<file path="config.mk">
export PLATFORM = sky130hd
export DESIGN_NAME = button_event_ctrl
export DESIGN_NICKNAME = d
export VERILOG_FILES = /design/src/rtl/button_evt_pkg.sv /design/src/rtl/button_event_fsm.sv /design/src/rtl/button_event_ctrl.sv
export SDC_FILE = /design/constraint.sdc
export NUM_CORES = 1
export LEC_CHECK = 0
export CORE_MARGIN = 1
export CORE_UTILIZATION = 50
export CTS_CLUSTER_DIAMETER = 120
export CTS_CLUSTER_SIZE = 40
export DETAILED_ROUTE_END_ITERATION = 12
export PLACE_DENSITY = 0.67
export SLEW_MARGIN = 20
export SYNTH_ARGS = -nofsm -noshare
export SYNTH_HDL_FRONTEND = slang
export SYNTH_SLANG_ARGS = --single-unit
</file>
<file path="constraint.sdc">
create_clock -name clk -period 5.3 [get_ports clk]
set_input_delay 1.06 -clock clk [delete_from_list [all_inputs] [get_ports clk]]
set_output_delay 1.06 -clock clk [all_outputs]
set_load 0.02 [all_outputs]
</file>
<file path="src/rtl/button_evt_pkg.sv">
// Shared types for the button event controller: event codes and the
// per-button press/hold/repeat state encoding.
package button_evt_pkg;

   typedef enum logic [1:0] {
      EVT_PRESS   = 2'd0,
      EVT_RELEASE = 2'd1,
      EVT_LONG    = 2'd2,
      EVT_REPEAT  = 2'd3
   } evt_type_t;

   typedef enum logic [1:0] {
      IDLE   = 2'd0,
      HELD   = 2'd1,
      REPEAT = 2'd2
   } btn_state_t;

   // Counter width able to hold the values 0..n-1 (never narrower than one bit).
   function automatic int cnt_width(input int n);
      return (n <= 2) ? 1 : $clog2(n);
   endfunction

endpackage

</file>
<file path="src/rtl/button_event_fsm.sv">
// One button: 2-flop synchronizer, tick-sampled debounce counter and the
// press/hold/repeat state machine producing a single-cycle event strobe.
module button_event_fsm
   import button_evt_pkg::*;
#(
   parameter int STABLE_N     = 8,
   parameter int LONG_TICKS   = 100,
   parameter int REPEAT_TICKS = 20
)(
   input  logic      clk,
   input  logic      reset,
   input  logic      tick,
   input  logic      btn_raw,
   output logic      db_level,
   output logic      evt_strobe,
   output evt_type_t evt_type
);

   localparam int DW       = cnt_width(STABLE_N);
   localparam int HOLD_MAX = (LONG_TICKS > REPEAT_TICKS) ? LONG_TICKS : REPEAT_TICKS;
   localparam int HW       = cnt_width(HOLD_MAX);

   localparam logic [DW-1:0] DCNT_LAST = DW'(STABLE_N - 1);
   localparam logic [HW-1:0] LONG_LAST = HW'(LONG_TICKS - 1);
   localparam logic [HW-1:0] REP_LAST  = HW'(REPEAT_TICKS - 1);

   logic          sync_meta;
   logic          sync;
   logic [DW-1:0] dcnt;
   logic [HW-1:0] hold;
   btn_state_t    state;
   logic          differ;
   logic          flip;
   logic          rise;
   logic          fall;

   assign differ = (sync != db_level);
   assign flip   = tick && differ && (dcnt == DCNT_LAST);
   assign rise   = flip && sync;
   assign fall   = flip && !sync;

   always_ff @(posedge clk or posedge reset) begin
      if (reset) begin
         sync_meta <= 1'b0;
         sync      <= 1'b0;
      end else begin
         sync_meta <= btn_raw;
         sync      <= sync_meta;
      end
   end

   // A sample that agrees with the debounced level restarts the count, so
   // only STABLE_N consecutive disagreeing ticks can flip the level.
   always_ff @(posedge clk or posedge reset) begin
      if (reset) begin
         dcnt     <= '0;
         db_level <= 1'b0;
      end else if (tick) begin
         if (!differ) begin
            dcnt <= '0;
         end else if (dcnt == DCNT_LAST) begin
            dcnt     <= '0;
            db_level <= ~db_level;
         end else begin
            dcnt <= dcnt + DW'(1);
         end
      end
   end

   always_ff @(posedge clk or posedge reset) begin
      if (reset) begin
         state <= IDLE;
         hold  <= '0;
      end else if (tick) begin
         case (state)
            IDLE: begin
               if (rise) begin
                  state <= HELD;
                  hold  <= '0;
               end
            end
            HELD: begin
               if (fall) begin
                  state <= IDLE;
               end else if (hold == LONG_LAST) begin
                  state <= REPEAT;
                  hold  <= '0;
               end else begin
                  hold <= hold + HW'(1);
               end
            end
            REPEAT: begin
               if (fall) begin
                  state <= IDLE;
               end else if (hold == REP_LAST) begin
                  hold <= '0;
               end else begin
                  hold <= hold + HW'(1);
               end
            end
            default: state <= IDLE;
         endcase
      end
   end

   // The strobe is decoded during the tick cycle itself so the pending slot
   // in the parent captures it on the same edge that advances the state.
   always_comb begin
      evt_strobe = 1'b0;
      evt_type   = EVT_PRESS;
      if (tick) begin
         case (state)
            IDLE: begin
               if (rise) begin
                  evt_strobe = 1'b1;
                  evt_type   = EVT_PRESS;
               end
            end
            HELD: begin
               if (fall) begin
                  evt_strobe = 1'b1;
                  evt_type   = EVT_RELEASE;
               end else if (hold == LONG_LAST) begin
                  evt_strobe = 1'b1;
                  evt_type   = EVT_LONG;
               end
            end
            REPEAT: begin
               if (fall) begin
                  evt_strobe = 1'b1;
                  evt_type   = EVT_RELEASE;
               end else if (hold == REP_LAST) begin
                  evt_strobe = 1'b1;
                  evt_type   = EVT_REPEAT;
               end
            end
            default: ;
         endcase
      end
   end

endmodule

</file>
<file path="src/rtl/button_event_ctrl.sv">
// Button event controller: shared sample-tick prescaler, one pending slot per
// button and a round-robin arbiter feeding a registered valid/ready stream.
module button_event_ctrl
   import button_evt_pkg::*;
#(
   parameter int NBTN         = 4,
   parameter int TICK_DIV     = 100000,
   parameter int STABLE_N     = 8,
   parameter int LONG_TICKS   = 100,
   parameter int REPEAT_TICKS = 20
)(
   input  logic                    clk,
   input  logic                    reset,
   input  logic [NBTN-1:0]         btn_in,
   output logic [NBTN-1:0]         db_level,
   output logic                    evt_valid,
   input  logic                    evt_ready,
   output logic [$clog2(NBTN)-1:0] evt_btn,
   output logic [1:0]              evt_type,
   output logic [NBTN-1:0]         overflow
);

   localparam int BW = $clog2(NBTN);
   localparam int IW = BW + 1;
   localparam int TW = cnt_width(TICK_DIV);

   localparam logic [TW-1:0] TICK_LAST = TW'(TICK_DIV - 1);
   localparam logic [BW-1:0] BTN_LAST  = BW'(NBTN - 1);

   logic [TW-1:0] tick_cnt;
   logic          tick;
   logic [NBTN-1:0] fsm_strobe;
   evt_type_t       fsm_type [NBTN];
   logic [NBTN-1:0] slot_full;
   evt_type_t       slot_type [NBTN];
   logic [NBTN-1:0] drain;
   logic [BW-1:0]   rr_ptr;
   logic [BW-1:0]   winner;
   logic [IW-1:0]   idx;
   logic            found;
   logic            load;

   assign tick = (tick_cnt == TICK_LAST);
   assign load = !evt_valid || evt_ready;

   always_ff @(posedge clk or posedge reset) begin
      if (reset) begin
         tick_cnt <= '0;
      end else begin
         tick_cnt <= tick ? '0 : tick_cnt + TW'(1);
      end
   end

   for (genvar i = 0; i < NBTN; i++) begin : g_btn
      button_event_fsm #(
         .STABLE_N     (STABLE_N),
         .LONG_TICKS   (LONG_TICKS),
         .REPEAT_TICKS (REPEAT_TICKS)
      ) u_fsm (
         .clk        (clk),
         .reset      (reset),
         .tick       (tick),
         .btn_raw    (btn_in[i]),
         .db_level   (db_level[i]),
         .evt_strobe (fsm_strobe[i]),
         .evt_type   (fsm_type[i])
      );
   end

   // Scan the slots starting at rr_ptr and wrapping, taking the first full one.
   always_comb begin
      found  = 1'b0;
      winner = '0;
      idx    = '0;
      for (int k = 0; k < NBTN; k++) begin
         idx = {1'b0, rr_ptr} + IW'(k);
         if (idx >= IW'(NBTN)) begin
            idx = idx - IW'(NBTN);
         end
         if (!found && slot_full[idx[BW-1:0]]) begin
            found  = 1'b1;
            winner = idx[BW-1:0];
         end
      end
   end

   always_comb begin
      drain = '0;
      if (load && found) begin
         drain[winner] = 1'b1;
      end
   end

   // A slot being drained this cycle may accept a new event; only a full slot
   // that stays full drops the new event and records the overflow.
   always_ff @(posedge clk or posedge reset) begin
      if (reset) begin
         slot_full <= '0;
         overflow  <= '0;
         for (int i = 0; i < NBTN; i++) begin
            slot_type[i] <= EVT_PRESS;
         end
      end else begin
         for (int i = 0; i < NBTN; i++) begin
            if (fsm_strobe[i]) begin
               if (slot_full[i] && !drain[i]) begin
                  overflow[i] <= 1'b1;
               end else begin
                  slot_full[i] <= 1'b1;
                  slot_type[i] <= fsm_type[i];
               end
            end else if (drain[i]) begin
               slot_full[i] <= 1'b0;
            end
         end
      end
   end

   always_ff @(posedge clk or posedge reset) begin
      if (reset) begin
         evt_valid <= 1'b0;
         evt_btn   <= '0;
         evt_type  <= EVT_PRESS;
         rr_ptr    <= '0;
      end else if (load) begin
         if (found) begin
            evt_valid <= 1'b1;
            evt_btn   <= winner;
            evt_type  <= slot_type[winner];
            rr_ptr    <= (winner == BTN_LAST) ? '0 : winner + BW'(1);
         end else begin
            evt_valid <= 1'b0;
         end
      end
   end

endmodule

</file>
==> out/metrics.cfg, run 1 <==
[power]
power.leakage_nw = 2.81
vdd_ir_drop_max_uv = 227
p_per_area_mw_per_mm2 = 252

[detailed_routing]
via_per_inst = 5.89
first_pass_iters = 5
ant_nets = 0
via_count = 4522
drt_iter0_markers = 226
routedWlPerCell_um = 15.3
routed_wl_um = 11800
drc = 0

[global_route]
grt_max_degree = 79
grt_pass1_wl_um = 20100
grt_use_total_pct = 21.4
overflow = 0
antenna_found_initial = 0
grt_pass1_vias = 4310

[synth]
ys.flop_type = dfrtp_1
synth_area_per_cell_um2 = 9.61
synthTopCellsByArea = dfrtp_1, ha_1, nand2_1, nand3_1, mux2i_1
netlist_area_mm2 = 0.00582
syn_inst = 606
synth_top_area_cell = dfrtp_1
ys_types = 69
yosysSeqAreaShare_pct = 43.0
synth_warnings = 0
synth_edf_count = 0
yosysTopAreaCellShare_pct = 43.0
synth_nets = 646
synth-seq-cells = 100
synthArstFlopShare_pct = 100

[clock_tree]
post_cts_buffers = 0
cts_htree_levels = 3
cts.repair.resized = 0
cts_hold_buf = 0
cts.sinks = 100
cts_tree = yes
cts_buffers = 9
clock_latency_ns = 0.35
cts_buffer_depth = 2
root_buffer = clkbuf_16
clkSlewWorstSetupHoldPaths_ns = 0.07

[sta]
final-max-slew-violation-count = 0
rsz0062_at_grt = no
finalCritPeriodShare_pct = 50.9
final.setup.tns_ns = 0
fin_crit_ns = 2.70
relSlewSlack_pct = 36.4
finalSetupViolations = 0
hold_violations = 0
tightest_slew_ns = 0.954
max_freq_mhz = 371
clock_skew_ns = 0.00644

[layout]
layout_commonest_cell = dfrtp_1
drive_gt1_share_pct = 6.08
diodes = 0
stdcell_count = 768
area_growth_pct = 10.1
final_nets = 660
layout_common_cells = dfrtp_1, nand2_1, inv_1, ha_1, nand3_1

[placement]
hpwlAfterDp_um = 8440
placed_cells_incl_taps = 752
port_buffers = 19
place_congestion = 0.807

[floorplan]
die_height_um = 110
ios = 20
start_util_pct = 51.2
design.die.area_mm2 = 0.0121
num_rows = 39
die_w_um = 110
core_mm2 = 0.0114

[worst_setup_path]
end_kind = register
critPathKind = reg2reg
path_max_fanout = 13
crit_required_ns = 5.56
crit_arrival_ns = 2.96
crit_path_start_kind = register

[job]
max_cap_violations = 0

[min_path]
hold_path_class = reg2reg

[outcome]
status = finished clean

==> per-stage QoR <==
stage	total power [W]	instance area [um2]	utilization (%)	hold WS [ns]	worst slack, ns
after floorplan	0.000952	5820	-	0.331	1.62
after global placement	0.00102	6130	53.9	0.335	2.54
after detailed placement	0.00103	6130	54.0	0.338	2.44
after CTS	0.00163	6400	56.3	0.354	2.45
after global routing	0.00169	6410	56.4	0.360	2.34
final	0.00161	6410	56.4	0.352	2.60
==> registers in the layout, indices dropped and copies added, names as in the netlist, 8 cells and up <==
name               count
tick_cnt              17
slot_type              8
g_btn.u_fsm.state      8
g_btn.u_fsm.hold      28
g_btn.u_fsm.dcnt      12
==> power by group <==
part	internal [W]	switching [W]	total, W
Sequential	0.000793	0.0000274	0.000820
Combinational	0.0000796	0.000108	0.000188
Clock	0.000317	0.000288	0.000605
Total	0.00119	0.000423	0.00161
==> critical path, cell delays in order (launching register included) <==
cell,delay (ns)
dfrtp_1,0.45
nor4b_2,0.30
nand3_1,0.44
or4_1,0.75
or4_1,0.56
o211ai_1,0.11
==> path summary, 6_finish.rpt <==
kind,depth (start not counted),start,end,slack (ns)
setup / recovery,5,tick_cnt[5],g_btn[3].u_fsm.hold[5],2.60
hold / removal,0,g_btn[3].u_fsm.sync_meta,g_btn[3].u_fsm.sync,0.35
setup reg to reg,5,tick_cnt[5],g_btn[3].u_fsm.hold[5],2.60
hold reg to reg,0,g_btn[3].u_fsm.sync_meta,g_btn[3].u_fsm.sync,0.35
max in group asynchronous,3,reset,g_btn[2].u_fsm.hold[4],3.16
min in group asynchronous,2,reset,g_btn[3].u_fsm.hold[3],1.26
==> synth_stat cells, types with 4 or more instances <==
| master | count |
|---|---|
| dfrtp_1 | 100 |
| nor3b_1 | 4 |
| o21bai_1 | 6 |
| a21o_1 | 7 |
| ha_1 | 33 |
| nor3_1 | 11 |
| xnor2_1 | 12 |
| nand4_1 | 7 |
| mux2i_1 | 14 |
| nor4_1 | 9 |
| o2bb2ai_1 | 9 |
| or4_1 | 6 |
| nand2b_1 | 15 |
| o31ai_1 | 4 |
| a211oi_1 | 8 |
| mux2_2 | 7 |
| a2111oi_0 | 5 |
| o21ai_1 | 6 |
| a21oi_1 | 5 |
| a21boi_0 | 6 |
| nor2_1 | 30 |
| buf_4 | 4 |
| o21ai_0 | 14 |
| nand2_1 | 75 |
| o22ai_1 | 11 |
| and2_1 | 8 |
| o221ai_1 | 4 |
| and3b_1 | 5 |
| xor2_1 | 6 |
| and3_1 | 9 |
| clkbuf_1 | 11 |
| nand3b_1 | 13 |
| o211ai_1 | 7 |
| nand3_1 | 32 |
| inv_1 | 36 |
| or2_2 | 4 |
==> metal layers <==
metal | vias to the layer above | share of wire (%) | track usage (%)
li1 | 2232 | - | -
met5 | - | 0 | 0
met4 | 0 | 0.93 | 6.48
met1 | 2230 | 48 | 28.1
met2 | 51 | 48 | 35.8
met3 | 9 | 2.5 | 4.09
==> logic make-up after synthesis <==
logic type      share of synthesized area [%]
xor+xnor                                 2.71
mux                                      3.76
buf+inv                                  3.85
simple gates                             23.7
fa+ha+maj                                7.09
flops                                    43.0
compound gates                           15.9
==> layout make-up <==
| type | count | area [um2] |
|---|---|---|
| fill | 1022 | 4960 |
| multi-input combinational | 451 | 3110 |
| sequential | 100 | 2500 |
| clock buffer | 10 | 229 |
| timing repair buffer | 22 | 213 |
| tap | 143 | 179 |
| inverter | 36 | 138 |
| clock inverter | 6 | 41.3 |
(Power assumes the default switching activity.)
==> run 2, diff against run 1 <==
--- a/config.mk
+++ b/config.mk
@@ -10,7 +10,7 @@
 export CTS_CLUSTER_DIAMETER = 120
 export CTS_CLUSTER_SIZE = 40
 export DETAILED_ROUTE_END_ITERATION = 12
-export PLACE_DENSITY = 0.67
+export PLACE_DENSITY = 0.7
 export SLEW_MARGIN = 20
 export SYNTH_ARGS = -nofsm -noshare
 export SYNTH_HDL_FRONTEND = slang
==> constraint.sdc (replaced) <==
create_clock -name clk -period 2.4 [get_ports clk]
set_input_delay 0.48 -clock clk [delete_from_list [all_inputs] [get_ports clk]]
set_output_delay 0.48 -clock clk [all_outputs]
set_load 0.02 [all_outputs]
==> out/metrics.cfg, run 2 (same netlist as run 1, synthesis figures left out) <==
[outcome]
status = finished clean

[worst_setup_path]
path_depth = 6
crit_path_start_kind = register
reg2reg_depth = 6
critPathKind = reg2reg
crit_family = simple AND/OR/NAND/NOR gates
crit_required_ns = 2.61
crit_slowest_cell = or4_1
crit_arrival_ns = 2.53
max_stage_delay_ns = 0.48
end_kind = register
crit_chain = ha_1 > or3b_1 > or4_1 > a32o_1 > a211oi_1 > o22ai_1
path_buf_inv = 0
path_max_fanout = 7

[clock_tree]
cts_htree_levels = 3
root_buffer = clkbuf_16
cts_tree = yes
cts_buffers = 9
clkSlewWorstSetupHoldPaths_ns = 0.07
cts_hold_buf = 0
cts_buffer_depth = 2
clock_latency_ns = 0.34
cts.sinks = 100

[global_route]
met1_usage_pct = 26.9
grt_pass1_wl_um = 20600
antenna_found_initial = 0
grt_use_met2_pct = 37.9
grt_pass1_vias = 4601
grt_max_degree = 71
grt_use_total_pct = 21.7
overflow = 0
top_usage_layer = met2
grt_use_met3_pct = 4.27

[floorplan]
ios = 20
num_rows = 39
start_util_pct = 51.2
design.die.area_mm2 = 0.0121
core_mm2 = 0.0114
die_w_um = 110
die_height_um = 110

[job]
max_cap_violations = 0

[sta]
relSlewSlack_pct = 44.4
max_freq_mhz = 432
whs_ns = 0.352
tightest_slew_ns = 0.823
clock_skew_ns = 0.00495
hold_violations = 0
fin_crit_ns = 2.32
finalSetupViolations = 0
finalCritPeriodShare_pct = 96.5
final-max-slew-violation-count = 0

[detailed_routing]
via_count = 4751
routedWlPerCell_um = 15.6
drt_iter0_markers = 246
ant_nets = 0
via_per_inst = 5.94
routed_wl_um = 12500
drc = 0
first_pass_iters = 5

[min_path]
hold_path_class = reg2reg
whs_path_depth = 0

[layout]
layout_commonest_cell = dfrtp_1
multi_input_area_mm2 = 0.00314
diodes = 0
num-fill-cells = 961
layout_common_cells = dfrtp_1, nand2_1, inv_1, buf_4
top_regs = g_btn.u_fsm.hold: 28 flops, tick_cnt: 17 flops, g_btn.u_fsm.dcnt: 12 flops
area_growth_pct = 16.2
largest_reg_flops = 28
drive_gt1_share_pct = 12.2
largest_register = g_btn.u_fsm.hold
stdcell_count = 800
seq_area_mm2 = 0.00250
final_nets = 692
postLayoutCoreUtil_pct = 59.5

[power]
power.leakage_nw = 2.99
power.total_w = 0.00385
vdd_ir_drop_max_uv = 497
p_per_area_mw_per_mm2 = 569

[placement]
port_buffers = 19
hpwlAfterDp_um = 8870
placed_cells_incl_taps = 779
place_congestion = 0.815

run 2: cell count changes in the layout (fill, tap and decap cells not counted), moves of 2 or more:
cell | before | now
dfrtp_2 | 0 | 2
a21boi_0 | 6 | 4
buf_12 | 0 | 2
buf_4 | 3 | 33
a2111oi_1 | 0 | 3
dfrtp_1 | 100 | 98
bufinv_16 | 0 | 2
a2111oi_0 | 5 | 1
run 2: worst paths after layout:
| path | start | end | slack (ns) |
|---|---|---|---|
| hold reg to reg | g_btn[3].u_fsm.sync_meta | g_btn[3].u_fsm.sync | 0.35 |
| setup / recovery | g_btn[1].u_fsm.hold[0] | g_btn[1].u_fsm.hold[2] | 0.08 |
| hold / removal | g_btn[3].u_fsm.sync_meta | g_btn[3].u_fsm.sync | 0.35 |
| setup reg to reg | g_btn[1].u_fsm.hold[0] | g_btn[1].u_fsm.hold[2] | 0.08 |
| min in group asynchronous | reset | tick_cnt[14] | 0.59 |
| max in group asynchronous | reset | slot_full[0] | 1.48 |
run 2: through the flow:
stage / setup WS [ns] / cell area [um2] / TNS (ns)
after floorplan: 0.0252 / 5830 / 0
after global placement: 0.0663 / 6360 / 0
after detailed placement: -0.00424 / 6360 / -0.00424
after CTS: 0.00525 / 6690 / 0
after global routing: -0.00362 / 6760 / -0.00362
final: 0.0847 / 6760 / 0
run 2: worst register-to-register path: cells and delay by family (launching register included):
kind / cells / cell delay, ns
simple gates: 2 / 0.87
fa+ha+maj: 1 / 0.21
compound gates: 3 / 0.72
flops: 1 / 0.38
run 2: power by group:
| group | switching [W] | internal [W] |
|---|---|---|
| logic | 0.000269 | 0.000235 |
| clock network | 0.000627 | 0.000914 |
| registers | 0.0000489 | 0.00175 |
run 2: layout make-up:
cell class	instances	share of cell area (%)
timing repair buffer	54	7.07
tap	143	2.65
clock inverter	6	1.31
sequential	100	37.0
clock buffer	10	3.39
inverter	36	2.05
multi-input combinational	451	46.5
run 2: what timing repair did:
action,4_1_cts,5_1_grt
pin swaps,0,1
buffers inserted,2,3
endpoints found under the setup margin,2,17
gates resized for setup,2,17
run 2: layer usage:
layer | up-vias | wire, um
met3 | 18 | 479
met1 | 2331 | 5580
li1 | 2306 | -
met5 | - | 0
met2 | 96 | 6220
met4 | 0 | 189
